===== src/rtl/bus_wr_arbiter_if.sv =====
// Write-bus bundle for bus_wr_arbiter: two master request channels plus the
// registered slave-side channel. The arbiter connects through the slave modport.
interface bus_wr_arbiter_if #(
  parameter int AW = 17,
  parameter int DW = 9
);
  logic [AW-1:0] m0_wraddr;
  logic [DW-1:0] m0_wrdata;
  logic          m0_wrvalid;
  logic          m0_wrlock;
  logic          m0_wrready;

  logic [AW-1:0] m1_wraddr;
  logic [DW-1:0] m1_wrdata;
  logic          m1_wrvalid;
  logic          m1_wrlock;
  logic          m1_wrready;

  logic [AW-1:0] bus_wraddr;
  logic [DW-1:0] bus_wrdata;
  logic          bus_wrvalid;
  logic          bus_wrready;
  logic          bus_owner;

  modport slave (
    input  m0_wraddr, m0_wrdata, m0_wrvalid, m0_wrlock,
    input  m1_wraddr, m1_wrdata, m1_wrvalid, m1_wrlock,
    output m0_wrready, m1_wrready,
    output bus_wraddr, bus_wrdata, bus_wrvalid, bus_owner,
    input  bus_wrready
  );

  modport master (
    output m0_wraddr, m0_wrdata, m0_wrvalid, m0_wrlock,
    output m1_wraddr, m1_wrdata, m1_wrvalid, m1_wrlock,
    input  m0_wrready, m1_wrready,
    input  bus_wraddr, bus_wrdata, bus_wrvalid, bus_owner,
    output bus_wrready
  );
endinterface


===== src/rtl/bus_wr_arbiter.sv =====
// Two-master write-bus arbiter: round-robin with a bounded burst lock, feeding
// a one-entry registered output stage that sits directly in front of the slave.
//
//   state    | meaning
//   ---------+---------------------------------------------------
//   ST_EMPTY | output stage holds no beat, bus_wrvalid=0
//   ST_FULL  | output stage holds a beat for the slave, bus_wrvalid=1
module bus_wr_arbiter #(
  parameter int MAX_BURST = 4,
  parameter int AW        = 17,
  parameter int DW        = 9
) (
  input  logic             clk,
  input  logic             rst_n,
  bus_wr_arbiter_if.slave  bif
);

  typedef enum logic {
    ST_EMPTY = 1'b0,
    ST_FULL  = 1'b1
  } state_t;

  localparam logic [3:0] BURST_LIM = 4'(MAX_BURST - 1);

  state_t        state_q, state_d;
  logic          last_q, last_d;
  logic          locked_q, locked_d;
  logic [3:0]    burst_cnt_q, burst_cnt_d;
  logic [AW-1:0] addr_q, addr_d;
  logic [DW-1:0] data_q, data_d;
  logic          owner_q, owner_d;

  logic hold;
  logic win;
  logic load;

  always_comb begin
    state_d     = state_q;
    last_d      = last_q;
    locked_d    = locked_q;
    burst_cnt_d = burst_cnt_q;
    addr_d      = addr_q;
    data_d      = data_q;
    owner_d     = owner_q;

    // The lock owner is always `last`, since locked is taken from the last beat.
    hold = locked_q && (burst_cnt_q < BURST_LIM);
    if (bif.m0_wrvalid && bif.m1_wrvalid) begin
      win = hold ? last_q : ~last_q;
    end else begin
      win = bif.m1_wrvalid;
    end
    load = (bif.m0_wrvalid || bif.m1_wrvalid) &&
           ((state_q == ST_EMPTY) || bif.bus_wrready);

    if (load) begin
      state_d  = ST_FULL;
      owner_d  = win;
      last_d   = win;
      addr_d   = win ? bif.m1_wraddr : bif.m0_wraddr;
      data_d   = win ? bif.m1_wrdata : bif.m0_wrdata;
      locked_d = win ? bif.m1_wrlock : bif.m0_wrlock;
      if ((win == last_q) && locked_q) begin
        burst_cnt_d = (burst_cnt_q == 4'hF) ? burst_cnt_q : burst_cnt_q + 4'd1;
      end else begin
        burst_cnt_d = 4'd0;
      end
    end else begin
      if ((state_q == ST_FULL) && bif.bus_wrready) begin
        state_d = ST_EMPTY;
      end
      // Lock lapses once its owner stops presenting beats.
      if (locked_q && !(last_q ? bif.m1_wrvalid : bif.m0_wrvalid)) begin
        locked_d = 1'b0;
      end
    end
  end

  always_ff @(posedge clk or negedge rst_n) begin
    if (!rst_n) begin
      state_q     <= ST_EMPTY;
      last_q      <= 1'b1;
      locked_q    <= 1'b0;
      burst_cnt_q <= 4'd0;
      addr_q      <= '0;
      data_q      <= '0;
      owner_q     <= 1'b0;
    end else begin
      state_q     <= state_d;
      last_q      <= last_d;
      locked_q    <= locked_d;
      burst_cnt_q <= burst_cnt_d;
      addr_q      <= addr_d;
      data_q      <= data_d;
      owner_q     <= owner_d;
    end
  end

  assign bif.m0_wrready  = rst_n & load & ~win;
  assign bif.m1_wrready  = rst_n & load & win;
  assign bif.bus_wraddr  = addr_q;
  assign bif.bus_wrdata  = data_q;
  assign bif.bus_wrvalid = (state_q == ST_FULL);
  assign bif.bus_owner   = owner_q;

endmodule


===== src/flat_wrapper.sv =====
// flat-port wrapper written by rule: the top's interface ports become plain ports
module bus_wr_arbiter_flat 
#(
  parameter int MAX_BURST = 4,
  parameter int AW        = 17,
  parameter int DW        = 9
)
  (clk, rst_n, bif_m0_wraddr, bif_m0_wrdata, bif_m0_wrvalid, bif_m0_wrlock, bif_m1_wraddr, bif_m1_wrdata, bif_m1_wrvalid, bif_m1_wrlock, bif_m0_wrready, bif_m1_wrready, bif_bus_wraddr, bif_bus_wrdata, bif_bus_wrvalid, bif_bus_owner, bif_bus_wrready);
  bus_wr_arbiter_if #(.AW(AW), .DW(DW)) bif_i ();
  input  logic clk;
  input  logic rst_n;
  input wire logic [$bits(bif_i.m0_wraddr)-1:0] bif_m0_wraddr;
  input wire logic [$bits(bif_i.m0_wrdata)-1:0] bif_m0_wrdata;
  input wire logic [$bits(bif_i.m0_wrvalid)-1:0] bif_m0_wrvalid;
  input wire logic [$bits(bif_i.m0_wrlock)-1:0] bif_m0_wrlock;
  input wire logic [$bits(bif_i.m1_wraddr)-1:0] bif_m1_wraddr;
  input wire logic [$bits(bif_i.m1_wrdata)-1:0] bif_m1_wrdata;
  input wire logic [$bits(bif_i.m1_wrvalid)-1:0] bif_m1_wrvalid;
  input wire logic [$bits(bif_i.m1_wrlock)-1:0] bif_m1_wrlock;
  output wire logic [$bits(bif_i.m0_wrready)-1:0] bif_m0_wrready;
  output wire logic [$bits(bif_i.m1_wrready)-1:0] bif_m1_wrready;
  output wire logic [$bits(bif_i.bus_wraddr)-1:0] bif_bus_wraddr;
  output wire logic [$bits(bif_i.bus_wrdata)-1:0] bif_bus_wrdata;
  output wire logic [$bits(bif_i.bus_wrvalid)-1:0] bif_bus_wrvalid;
  output wire logic [$bits(bif_i.bus_owner)-1:0] bif_bus_owner;
  input wire logic [$bits(bif_i.bus_wrready)-1:0] bif_bus_wrready;
  assign bif_i.m0_wraddr = bif_m0_wraddr;
  assign bif_i.m0_wrdata = bif_m0_wrdata;
  assign bif_i.m0_wrvalid = bif_m0_wrvalid;
  assign bif_i.m0_wrlock = bif_m0_wrlock;
  assign bif_i.m1_wraddr = bif_m1_wraddr;
  assign bif_i.m1_wrdata = bif_m1_wrdata;
  assign bif_i.m1_wrvalid = bif_m1_wrvalid;
  assign bif_i.m1_wrlock = bif_m1_wrlock;
  assign bif_m0_wrready = bif_i.m0_wrready;
  assign bif_m1_wrready = bif_i.m1_wrready;
  assign bif_bus_wraddr = bif_i.bus_wraddr;
  assign bif_bus_wrdata = bif_i.bus_wrdata;
  assign bif_bus_wrvalid = bif_i.bus_wrvalid;
  assign bif_bus_owner = bif_i.bus_owner;
  assign bif_i.bus_wrready = bif_bus_wrready;
  bus_wr_arbiter #(.MAX_BURST(MAX_BURST), .AW(AW), .DW(DW)) u_core (.clk(clk), .rst_n(rst_n), .bif(bif_i));
endmodule

===== config.mk =====
export PLATFORM = sky130hd
export DESIGN_NAME = bus_wr_arbiter_flat
export DESIGN_NICKNAME = d
export VERILOG_FILES = /design/src/rtl/bus_wr_arbiter_if.sv /design/src/rtl/bus_wr_arbiter.sv /design/src/flat_wrapper.sv
export SDC_FILE = /design/constraint.sdc
export NUM_CORES = 1
export LEC_CHECK = 0
export CAP_MARGIN = 20
export CORE_MARGIN = 5
export CORE_UTILIZATION = 36
export DETAILED_ROUTE_END_ITERATION = 8
export GPL_ROUTABILITY_DRIVEN = 0
export PLACE_DENSITY = 0.83
export SYNTH_ARGS = -nofsm -noshare
export SYNTH_HDL_FRONTEND = slang
export SYNTH_SLANG_ARGS = --single-unit

===== constraint.sdc =====
create_clock -name clk -period 2 [get_ports clk]
set_clock_uncertainty 0.1 [all_clocks]
set_input_delay 0.2 -clock clk [delete_from_list [all_inputs] [get_ports clk]]
set_output_delay 0.2 -clock clk [all_outputs]
set_load 0.005 [all_outputs]

==> reports/results.ini <==
[floorplanning]
die_area_sq_um=6430
rows=25
die_w_um=80.2
initial_core_util=0.373
io_pins=89
coreArea_sq_um=4750
dieHeight_um=80.2

[clocking]
htree_levels=2
cts_made_buffers=5
clk_latency_ns=0.28
clock-sinks=34
clockBufferDepth=2
cts_tree=done
root_buffer=clkbuf_8
clkTransAtPathRegs_ns=0.08

[synth]
synth-edff-count=0
async_flop_share=1.00
syn_area_per_cell_sq_um=8.70
netlist_instances=204
synth.cell_area_sq_um=1770
ys_warn_count=0
synth.largest_area_cell=dfrtp_1
yosysSeqAreaShare=0.480
synth_seq_cells=34
synth_top_area_share=0.465
synth_top_cells_by_area=dfrtp_1 (47%), a31oi_1 (9.5%), a21oi_1 (7.9%)
ys_types=31
yosys_most_used_dff=dfrtp_1
syn-num-nets=264

[grt]
grt_pass1_vias=1961
grt_usage=0.188
grt_start_max_net_pins=35
grt_pass1_wl_mm=9.41
overflow=0
antenna_found_initial=0

[power]
p_leak_nw=1.22
p_total_mw=2.33
powerDensity_nw_per_um2=775
irDropWorstVdd_v=0.000375

[routing]
wl_mm=6.20
route.detailed.drc=0
drt-wirelength-per-cell_um=16.4
first_iter_violations=144
dr.pass1.iters=4
vias=1970
ant_nets=0
via_per_inst=5.20

[worst_setup_path]
r2r_end=u_core.bif.bus_wraddr[11]
required_ns=1.70
r2r_cells=6
setup.worst_path.start=u_core.burst_cnt_q[1]
regToRegSetupSlack_ns=0.05
timing.rr.start=u_core.burst_cnt_q[1]
cp-start-kind=register
endpoint_kind=output pin
cp.arrival_ns=1.82
crit_path_max_fanout=2
crit_end=bif_m1_wrready
worst-setup-path-type=reg -> out

[finish]
fin_cells=379
design_area_sq_um=3010
final_cell_mix=clkdlybuf4s50_1 (85), dfrtp_1 (33), nor2_1 (31)
final_common_cell=clkdlybuf4s50_1
drive_above_1_share=0.176
fin_nets=371
num_antenna_cells=0
area_growth_pct=69.7

[timing]
worst_slew_pin_slew_ns=0.441
min_period_ns=2.12
setup_slack_ns=-0.115
relSlewSlack=0.706
fmax_mhz=473
period_share=1.06
grt_setup_unrepaired=yes
setup_tns_ns=-0.162
slew_violations=0
setup_viol=2
final_hold_viol_count=0

[outcome]
outcome=complete, but fails checks
violations=negative setup slack

[run]
drv_cap=0

[place]
io_buffers=88
place_ws_ns=-0.194
placedCellCount=361
post_dp_cell_area_sq_um=2800
hpwl_mm=4.09

[worst_hold_path]
hold_path_class=in -> reg

-- cells by family (layout without fill, tap and decap cells) --
family | count (synthesis) | in the layout | share of synthesized area
buffers and inverters | 20 | 125 | 0.0585
DFF | 34 | 34 | 0.480
muxes | 3 | 6 | 0.0197
AOI/OAI and AO/OA | 88 | 88 | 0.272
xor gates and xnor gates | 2 | 2 | 0.00987
and+or+nand+nor | 56 | 56 | 0.152
adders and majority gates | 1 | 1 | 0.00705
-- state kept, by name (all words and copies together), names as in the netlist --
| signal | count |
|---|---|
| u_core.bif.bus_wrdata | 9 |
| u_core.bif.bus_wrvalid | 1 |
| u_core.bif.bus_owner | 1 |
| u_core.burst_cnt_q | 4 |
| u_core.bif.bus_wraddr | 17 |
| u_core.last_q | 1 |
| u_core.locked_q | 1 |
-- where the power goes --
| group | switching [mW] | internal [mW] | total (mW) |
|---|---|---|---|
| combinational | 0.392 | 0.522 | 0.914 |
| sequential | 0.0769 | 0.811 | 0.888 |
| clock | 0.254 | 0.277 | 0.531 |
| total | 0.723 | 1.61 | 2.33 |
-- cell usage after synthesis, types with 2 or more instances --
cell	instances
nand3_1	4
o21ai_1	2
nand2b_1	2
buf_2	11
clkbuf_1	5
and2_1	2
nor2b_1	3
mux2i_1	2
dfrtp_1	33
nor2_1	31
nand2_1	7
buf_6	2
a21oi_1	28
a31oi_1	27
o21ai_0	28
xor2_1	2
-- metrics by stage --
step,hold WS [ns],util
2_1_floorplan,-0.196,-
3_3_place_gp,0.219,0.588
3_5_place_dp,0.215,0.588
4_1_cts,0.373,0.622
5_1_grt,0.384,0.633
6_report,0.374,0.633
-- worst min-delay path by stage --
stage,startpoint,to,slack (ns),depth (start not counted)
floorplan,rst_n,u_core.bif.bus_owner,-0.20,0
global placement,rst_n,u_core.bif.bus_wraddr[11],0.22,2
detailed placement,rst_n,u_core.locked_q,0.22,2
CTS,bif_m0_wraddr[14],u_core.bif.bus_wraddr[14],0.37,3
global route,bif_m0_wraddr[14],u_core.bif.bus_wraddr[14],0.38,3
finish,bif_m0_wrdata[3],u_core.bif.bus_wrdata[3],0.37,3
-- layout make-up --
cell class,count,area [sq um]
clock buffers,6,82.6
clock inverters,2,12.5
fillers,429,1740
inverters,1,3.75
multi-input cells,153,898
flip-flops and latches,34,852
well taps,67,83.8
repair buffers,116,1080
-- timing repair --
item / in CTS / in global routing
gates resized for setup: 38 / 7
pin swaps: 3 / 2
setup buffers: 5 / 3
hold buffers: 1 / 0
endpoints found under the setup margin: 5 / 32
gates cloned: 2 / 1
hold endpoints to repair: 33 / 0
-- worst max-delay path, cell delays in order, from the launching register on --
cell and delay, ns:
dfrtp_1 0.40, ha_2 0.21, nor4b_4 0.27, mux2i_2 0.27, buf_4 0.14, nand2_2 0.05, nor2_1 0.09, buf_2 0.12
-- per-layer routing --
layer / GRT usage / up-vias / part of all wire
met5: 0 / - / 0
li1: - / 956 / -
met2: 0.308 / 89 / 0.50
met1: 0.248 / 921 / 0.41
met4: 0.0405 / 0 / 0.0065
met3: 0.0493 / 4 / 0.081
No activity file was read; power rests on OpenSTA's default activity.
